File: src/rtl/escalonador_display_pkg.sv
// Shared encodings for the display scheduler: FSM states, converter source
// select values and the default display dwell.
package escalonador_display_pkg;

  typedef enum logic [1:0] {
    OCIOSO  = 2'b00,
    CARREGA = 2'b01,
    EXIBE   = 2'b10
  } estado_t;

  localparam logic SEL_NUMERO = 1'b0;
  localparam logic SEL_LETRA  = 1'b1;

  localparam int T_EXIBE_PADRAO = 50000;

endpackage

File: src/rtl/escalonador_display_contador_m.sv
// Modulo-M up counter used as the display dwell timer; fim flags the
// last count (M-1) so the owner can act on that cycle.
module contador_m #(
  parameter int M = 4,
  parameter int N = 2
) (
  input  logic clock,
  input  logic zera_as,
  input  logic zera_s,
  input  logic conta,
  output logic fim
);

  logic [N-1:0] q;

  // NOTE: sequential state is written with <= so every flop samples the
  // pre-edge values, independent of statement order.
  always_ff @(posedge clock or posedge zera_as) begin
    if (zera_as) begin
      q <= '0;
    end else if (zera_s) begin
      q <= '0;
    end else if (conta) begin
      q <= (q == N'(M - 1)) ? '0 : q + 1'b1;
    end
  end

  assign fim = (q == N'(M - 1));

endmodule

File: src/rtl/escalonador_display.sv
// Round-robin scheduler sharing one 7-segment converter between a number
// requester and a letter requester, holding each grant for T_EXIBE cycles.
module escalonador_display
  import escalonador_display_pkg::*;
#(
  parameter int T_EXIBE = T_EXIBE_PADRAO
) (
  input  logic       clock,
  input  logic       zera_s,
  input  logic       req_numero,
  input  logic [7:0] dado_numero,
  input  logic       req_letra,
  input  logic [4:0] dado_letra,
  output logic       ack_numero,
  output logic       ack_letra,
  output logic       select,
  output logic [7:0] numero,
  output logic [4:0] letra,
  output logic       zera_contador_display,
  output logic       ocupado,
  output logic [1:0] db_estado
);

  localparam int N_CONT = $clog2(T_EXIBE);

  estado_t estado;
  logic    ultimo_grant;
  logic    fim;
  logic    ha_req;
  logic    escolhe_letra;
  logic    inicia_carga;

  // NOTE: combinational logic uses blocking '=' and assigns every output on
  // every pass, so no latch can be inferred.
  always_comb begin
    ha_req        = req_numero | req_letra;
    // Letter wins when it is alone, or on a tie when number was served last.
    escolhe_letra = req_letra & (~req_numero | (ultimo_grant == SEL_NUMERO));
    inicia_carga  = ha_req & ((estado == OCIOSO) | ((estado == EXIBE) & fim));
  end

  contador_m #(
    .M(T_EXIBE),
    .N(N_CONT)
  ) u_temporizador (
    .clock  (clock),
    .zera_as(1'b0),
    .zera_s (zera_s | (estado != EXIBE)),
    .conta  (estado == EXIBE),
    .fim    (fim)
  );

  always_ff @(posedge clock) begin
    if (zera_s) begin
      estado                <= OCIOSO;
      ultimo_grant          <= SEL_LETRA;
      ack_numero            <= 1'b0;
      ack_letra             <= 1'b0;
      select                <= SEL_NUMERO;
      numero                <= '0;
      letra                 <= '0;
      zera_contador_display <= 1'b1;
      ocupado               <= 1'b0;
    end else begin
      ack_numero            <= 1'b0;
      ack_letra             <= 1'b0;
      zera_contador_display <= 1'b0;
      if (inicia_carga) begin
        estado                <= CARREGA;
        ocupado               <= 1'b1;
        zera_contador_display <= 1'b1;
        ultimo_grant          <= escolhe_letra;
        select                <= escolhe_letra;
        if (escolhe_letra) begin
          ack_letra <= 1'b1;
          letra     <= dado_letra;
        end else begin
          ack_numero <= 1'b1;
          numero     <= dado_numero;
        end
      end else begin
        case (estado)
          CARREGA: begin
            estado  <= EXIBE;
            ocupado <= 1'b1;
          end
          EXIBE: begin
            if (fim) begin
              estado  <= OCIOSO;
              ocupado <= 1'b0;
            end
          end
          // Idle with no request, and recovery from the unused encoding.
          default: begin
            estado  <= OCIOSO;
            ocupado <= 1'b0;
          end
        endcase
      end
    end
  end

  assign db_estado = estado;

endmodule
File: config.mk
export PLATFORM = sky130hd
export DESIGN_NAME = escalonador_display
export DESIGN_NICKNAME = d
export VERILOG_FILES = /design/src/rtl/escalonador_display_pkg.sv /design/src/rtl/escalonador_display_contador_m.sv /design/src/rtl/escalonador_display.sv
export SDC_FILE = /design/constraint.sdc
export NUM_CORES = 1
export LEC_CHECK = 0
export BUFFER_PORTS_ARGS = -buffer_cell sky130_fd_sc_hd__buf_4
export CAP_MARGIN = 20
export CORE_ASPECT_RATIO = 0.9
export CORE_MARGIN = 1.5
export CORE_UTILIZATION = 30
export CTS_CLUSTER_SIZE = 30
export DETAILED_ROUTE_END_ITERATION = 10
export GPL_ROUTABILITY_DRIVEN = 0
export SLEW_MARGIN = 20
export SYNTH_ARGS = -nofsm -noshare
export SYNTH_HDL_FRONTEND = slang
export SYNTH_SLANG_ARGS = --single-unit
File: constraint.sdc
create_clock -name clock -period 2.6 [get_ports clock]
set_clock_uncertainty 0.1 [all_clocks]
set_input_delay 0.26 -clock clock [delete_from_list [all_inputs] [get_ports clock]]
set_output_delay 0.26 -clock clock [all_outputs]
set_load 0.05 [all_outputs]
# Yosys cells after proc, flatten, opt, wreduce, memory -nomap -nowiden
# Cells that the tools add are included.
# classes
add_sub_neg,1
muxes,10
n_reduce_logical,5
bitwise_logic,11
eq_ne,6
# ops
operator,count
"adder 16 x 1 -> 16 bit, second input constant",1
"== test 16 bit, second input constant",1
two-way mux 16 bit,1
two-way mux 1 bit,6
"inequality test 2 bit, second input constant",2
NOT 1 bit,4
OR 1 bit,4
one-hot mux 2 bit (2 select lines),1
AND reduction 2 bit,2
OR reduction 2 bit,2
AND 1 bit,3
"inequality test 3 bit, second input constant",1
"== test 2 x 1 -> 1 bit, second input constant",1
"== test 2 bit, second input constant",1
zero test 2 bit,1
two-way mux 2 bit,1
one-hot mux 1 bit (2 select lines),1
# totals
word_cells,44
input_bits,17
out_inout_bits,20
register_bits,37

# Depth between registers and ports, before layout
# logic_depth
depth_word,6
mapped_depth,7

# By module
# A second synthesis with hierarchy kept.
# hier_totals
cells_unflattened,181
hier_area_um2,1749.2
# by_module_without_submodules
module,area_per_inst_um2,cells_per_inst,instances
escalonador_display,877.1,90,1
contador_m,872.1,91,1

# Worst setup path before layout
# OpenSTA, ideal clock, no wires.
# synth_timing
path_type,register to register
from,reg u_temporizador.q[0]
to,reg numero[0]
n_path_buf,2
synth_period_minus_slack_ps,1854
setup_ps,72
stages_incl_launch_ff,8
path_slack_ps,746
required_ps,2428
arrival_time_ps,1682
cell_sequence,dfxtp_1 -> ha_1 -> and3_2 -> buf_2 -> a41oi_2 -> nor3b_1 -> buf_4 -> mux2i_1
# synth_between
elab_chain_cells,5
# synth_lines
item,line,rtl
"start, declared",escalonador_display_contador_m.sv:14,logic [N-1:0] q;
"start signal, assigned",escalonador_display_contador_m.sv:24,q <= (q == N'(M - 1)) ? '0 : q + 1'b1;
== test 16 bit,escalonador_display_contador_m.sv:28,assign fim = (q == N'(M - 1));
AND 1 bit,escalonador_display.sv:39,inicia_carga = ha_req & ((estado == OCIOSO) | ((estado == EXIBE) & fim));
OR 1 bit,escalonador_display.sv:39,
AND 1 bit,escalonador_display.sv:39,
AND reduction 2 bit (no line),-,
"end signal, assigned",escalonador_display.sv:79,numero <= dado_numero;
"end, declared",escalonador_display.sv:17,"output logic [7:0] numero,"
# No other way between the ends.
# A chain may end at the register's enable or synchronous reset.

# Worst setup path in the final report
# layout_timing
from,reg u_temporizador.q[0]
to,reg u_temporizador.q[15]
# layout_between
elab_chain_cells,2
elab_cells_between_ends,3
cone_classes,add/sub: 1; eq/ne: 1; mux: 1
# layout_lines
item,line
adder 16 x 1 -> 16 bit or == test 16 bit (tied branches),escalonador_display_contador_m.sv:24
two-way mux 16 bit (*),escalonador_display_contador_m.sv:24
# Mark *: on every way between the ends. The rest lies on a longest branch, timed or not.

==> flow_metrics.env <==
export IMPL_outcome="finished, final reports clean"
export IMPL_timing_max_cap_violations=0
export IMPL_critPathCaptureType="flip-flop"
export IMPL_setup_worst_path_class="flip-flop to flip-flop"
export IMPL_final_max_slew_viol_count=0
export IMPL_timing_final_crit_period_ns=2.09
export IMPL_timing_slew_headroom=0.481
export IMPL_min_period_over_period=0.803
export IMPL_grt_pass1_vias=1127
export IMPL_area_fraction_in_compound_gates_after_synthesis=0.113
export IMPL_sequentialPowerShare=0.492
export IMPL_irDropWorstVdd_uv=307
export IMPL_initialDrtViolationCount=51
export IMPL_boundaryPins=37
export IMPL_timing_critical_path_max_delay_family="simple AND/OR/NAND/NOR gates"
export IMPL_setup_reg_to_reg_worst_slack_ns=0.51
export IMPL_drc=0
export IMPL_placement_io_buffers=36
export IMPL_place_detailed_instances=267
export IMPL_synth_mux_area_fraction=0.0557
export IMPL_post_synth_num_cell_types=37
export IMPL_cp_max_fo=9
export IMPL_design_power_total_uw=1250
export IMPL_fp_dieH_um=72.6
export IMPL_layout_area_overhead_vs_synth_pct=25.6
export IMPL_arithmetic_cell_share_of_the_synthesized_area_counting_full_adders_half_adders_and_majority_gates=0.00774
export IMPL_die_width_um=80.4
export IMPL_grt_antenna_before_repair=0
export IMPL_synth_seq_cells=37
export IMPL_p_sw_frac=0.287
export IMPL_coreArea_sq_um=5220
export IMPL_detail_route_first_pass_iterations=4
export IMPL_synthesized_net_count=189
export IMPL_final_instance_count_excl_fill=274
export IMPL_setup_repair_after_global_routing_missed_its_margin="false"
export IMPL_largest_family_of_logic_cells_by_synthesized_area="simple AND/OR/NAND/NOR gates"
export IMPL_clock_tree_htree_level_count=2
export IMPL_nets=225
export IMPL_setup_violations_final=0
export IMPL_clkSinkCount=37
export IMPL_placementRows=25
export IMPL_holdCritPathClass="input pin to flip-flop"
export IMPL_tritoncts="built"
export IMPL_max_clock_freq_mhz=479
export IMPL_detailroute_via_count=1257
export IMPL_timing_worst_slew_pin_value_ns=0.777
export IMPL_detail_route_wl_per_cell_um=11.7
export IMPL_post_cts_resized_instances=0
export IMPL_critical_path_max_stage_delay_ns=0.40
export IMPL_clock_root_buffer="sky130_fd_sc_hd__clkbuf_8"
export IMPL_gr_usage_all_layers=0.114
export IMPL_power_density_nw_per_um2=616
export IMPL_finalHoldViolCount=0
export IMPL_fp_dieArea_sq_um=5840
export IMPL_grt_ovfl_total=0
export IMPL_timing_hold_ws_ns=0.134
export IMPL_crit_path_top_delay_cell="sky130_fd_sc_hd__a41oi_2"
export IMPL_worstPathCellList="ha_1 > and3_2 > a41oi_2 > nand2_1 > buf_4 > a21oi_1"
export IMPL_viasPerCell=4.59
export IMPL_p_int_uw=891
export IMPL_part_of_the_yosys_area_used_for_sequential_elements=0.458
export IMPL_yosys_area_share_simple=0.268
export IMPL_post_synth_cell_area_avg_sq_um=9.45
export IMPL_grt_pass1_wl_um=5240
export IMPL_critical_path_reg2reg_startpoint="u_temporizador.q[0]"
export IMPL_fin_tns_setup_ns=0
export IMPL_power_switching_uw=359
export IMPL_yosys_warnings=0
export IMPL_worst_r2r_endpoint="u_temporizador.q[15]"
export IMPL_cts_buffers=5
export IMPL_worstPathArrival_ns=2.20
export IMPL_critPathBufInv=1
export IMPL_synth_xor_area_share=0.0650
export IMPL_effective_utilization_at_floorplan=0.309
export IMPL_routed_wl_um=3200
export IMPL_power_share_clock=0.315
export IMPL_ctsLongestPathBuffers=2
export IMPL_drt_antenna_violating_nets=0
export IMPL_num_antenna_cells=0
export IMPL_p_comb_frac=0.193
export IMPL_postCtsSetupRepairBufs=0
export IMPL_r2r_worst_path_cells=6
export IMPL_synthCells=171
export IMPL_grt_max_degree=21
export IMPL_nFillCells=515
export IMPL_post_route_cells_drive_above_1_share=0.280
export IMPL_dp_hpwl_um=2290
export IMPL_worst_setup_path_endpoint="u_temporizador.q[15]"
export IMPL_timing_critical_path_depth=6
export IMPL_critPathLaunchType="flip-flop"
export IMPL_worst_setup_hold_path_clk_slew_ns=0.07
export IMPL_clkLatencyLatePin_ns=0.28
export IMPL_post_synth_instance_area_sq_um=1620
export IMPL_p_leak_uw=0.000759
export IMPL_worst_setup_path_startpoint="u_temporizador.q[0]"
export IMPL_cts_hold_buffers=0
export IMPL_cp_required_ns=2.71
final cells by class:
type / count / area (sq um) / share of cell area
Clock buffer: 7 / 86.3 / 0.0425
Inverter: 3 / 11.3 / 0.00555
Multi-Input combinational cell: 122 / 823 / 0.405
Sequential cell: 37 / 741 / 0.365
Tap cell: 67 / 83.8 / 0.0413
Timing Repair Buffer: 38 / 285 / 0.140
Yosys cell counts, drive strengths merged:
cell | count | area [sq um]
a21bo | 5 | 50.1
a21boi | 1 | 7.51
a21oi | 7 | 35.0
a221o | 1 | 10.0
a2bb2oi | 1 | 8.76
a41o | 1 | 10.0
a41oi | 1 | 16.3
and3 | 4 | 26.3
and4bb | 2 | 25.0
buf | 4 | 22.5
clkbuf | 5 | 18.8
dfxtp | 37 | 741
ha | 1 | 12.5
inv | 3 | 11.3
mux2i | 9 | 90.1
nand2 | 22 | 82.6
nand2b | 1 | 6.26
nand3 | 10 | 75.1
nand4 | 3 | 18.8
nor2 | 18 | 67.6
nor2b | 4 | 25.0
nor3 | 3 | 15.0
nor3b | 1 | 7.51
nor4 | 4 | 25.0
nor4b | 2 | 32.5
o21ai | 1 | 5.00
o311ai | 2 | 17.5
o31ai | 3 | 22.5
or3 | 2 | 18.8
or4 | 1 | 7.51
xnor2 | 10 | 87.6
xor2 | 2 | 17.5
worst reg2reg max path, cell delays in order (launching register included):
cell                      delay [ns]
sky130_fd_sc_hd__dfxtp_1        0.35
sky130_fd_sc_hd__ha_1           0.24
sky130_fd_sc_hd__and3_2         0.27
sky130_fd_sc_hd__a41oi_2        0.40
sky130_fd_sc_hd__nand2_1        0.31
sky130_fd_sc_hd__buf_4          0.25
sky130_fd_sc_hd__a21oi_1        0.11
per-stage QoR:
step	area [sq um]	util	worst slack, ns
global placement	1940	0.372	0.581
finish	2030	0.389	0.513
global route	2030	0.389	0.330
CTS	2030	0.389	0.521
detailed placement	1940	0.372	0.552
floorplan	1620	-	0.746
worst min-delay path by stage:
stage / from / to / cells past startpoint
detailed placement: numero[3] / numero[3] / 2
CTS: zera_s / letra[0] / 2
global route: dado_numero[5] / numero[5] / 3
global placement: numero[0] / numero[0] / 2
finish: dado_numero[4] / numero[4] / 3
floorplan: dado_numero[0] / numero[0] / 2
cells in the final DEF (no fill, tap or decap), types with 2 or more instances in the layout:
master	n
sky130_fd_sc_hd__a21bo_2	5
sky130_fd_sc_hd__a21oi_1	7
sky130_fd_sc_hd__and3_1	3
sky130_fd_sc_hd__and4bb_2	2
sky130_fd_sc_hd__buf_4	38
sky130_fd_sc_hd__clkbuf_8	6
sky130_fd_sc_hd__dfxtp_1	37
sky130_fd_sc_hd__inv_1	3
sky130_fd_sc_hd__mux2i_1	9
sky130_fd_sc_hd__nand2_1	22
sky130_fd_sc_hd__nand3_1	8
sky130_fd_sc_hd__nand3_4	2
sky130_fd_sc_hd__nand4_1	3
sky130_fd_sc_hd__nor2_1	18
sky130_fd_sc_hd__nor2b_1	4
sky130_fd_sc_hd__nor3_1	3
sky130_fd_sc_hd__nor4_1	4
sky130_fd_sc_hd__o311ai_0	2
sky130_fd_sc_hd__o31ai_1	3
sky130_fd_sc_hd__xnor2_1	10
sky130_fd_sc_hd__xor2_1	2
state kept, by name, indices dropped and copies added, names as in the netlist:
register / count
u_temporizador.q: 16
numero: 8
letra: 5
db_estado: 2
ack_letra: 1
ack_numero: 1
ocupado: 1
select: 1
ultimo_grant: 1
zera_contador_display: 1
metal layers:
layer / GRT usage / up-vias / wire length, um
met4: 0.0460 / 0 / 25
met3: 0.0263 / 2 / 152
met2: 0.167 / 29 / 1370
met1: 0.162 / 561 / 1650
li1: - / 665 / -
met5: 0 / - / 0
logic make-up after synthesis:
group	Yosys count
compound gates	23
xor+xnor	12
fa+ha+maj	1
buf+inv	12
flops	37
mux	9
simple gates	77
power by group through the flow:
| stage | combinational (uW) | clock [uW] | sequential, uW |
|---|---|---|---|
| 3_5_place_dp | 242 | 0 | 629 |
| 3_3_place_gp | 242 | 0 | 629 |
| 2_1_floorplan | 81.2 | 0 | 713 |
| 5_1_grt | 256 | 435 | 619 |
| 4_1_cts | 243 | 408 | 617 |
| 6_report | 241 | 394 | 616 |
Note: power is estimated with default switching activity, not from simulation.
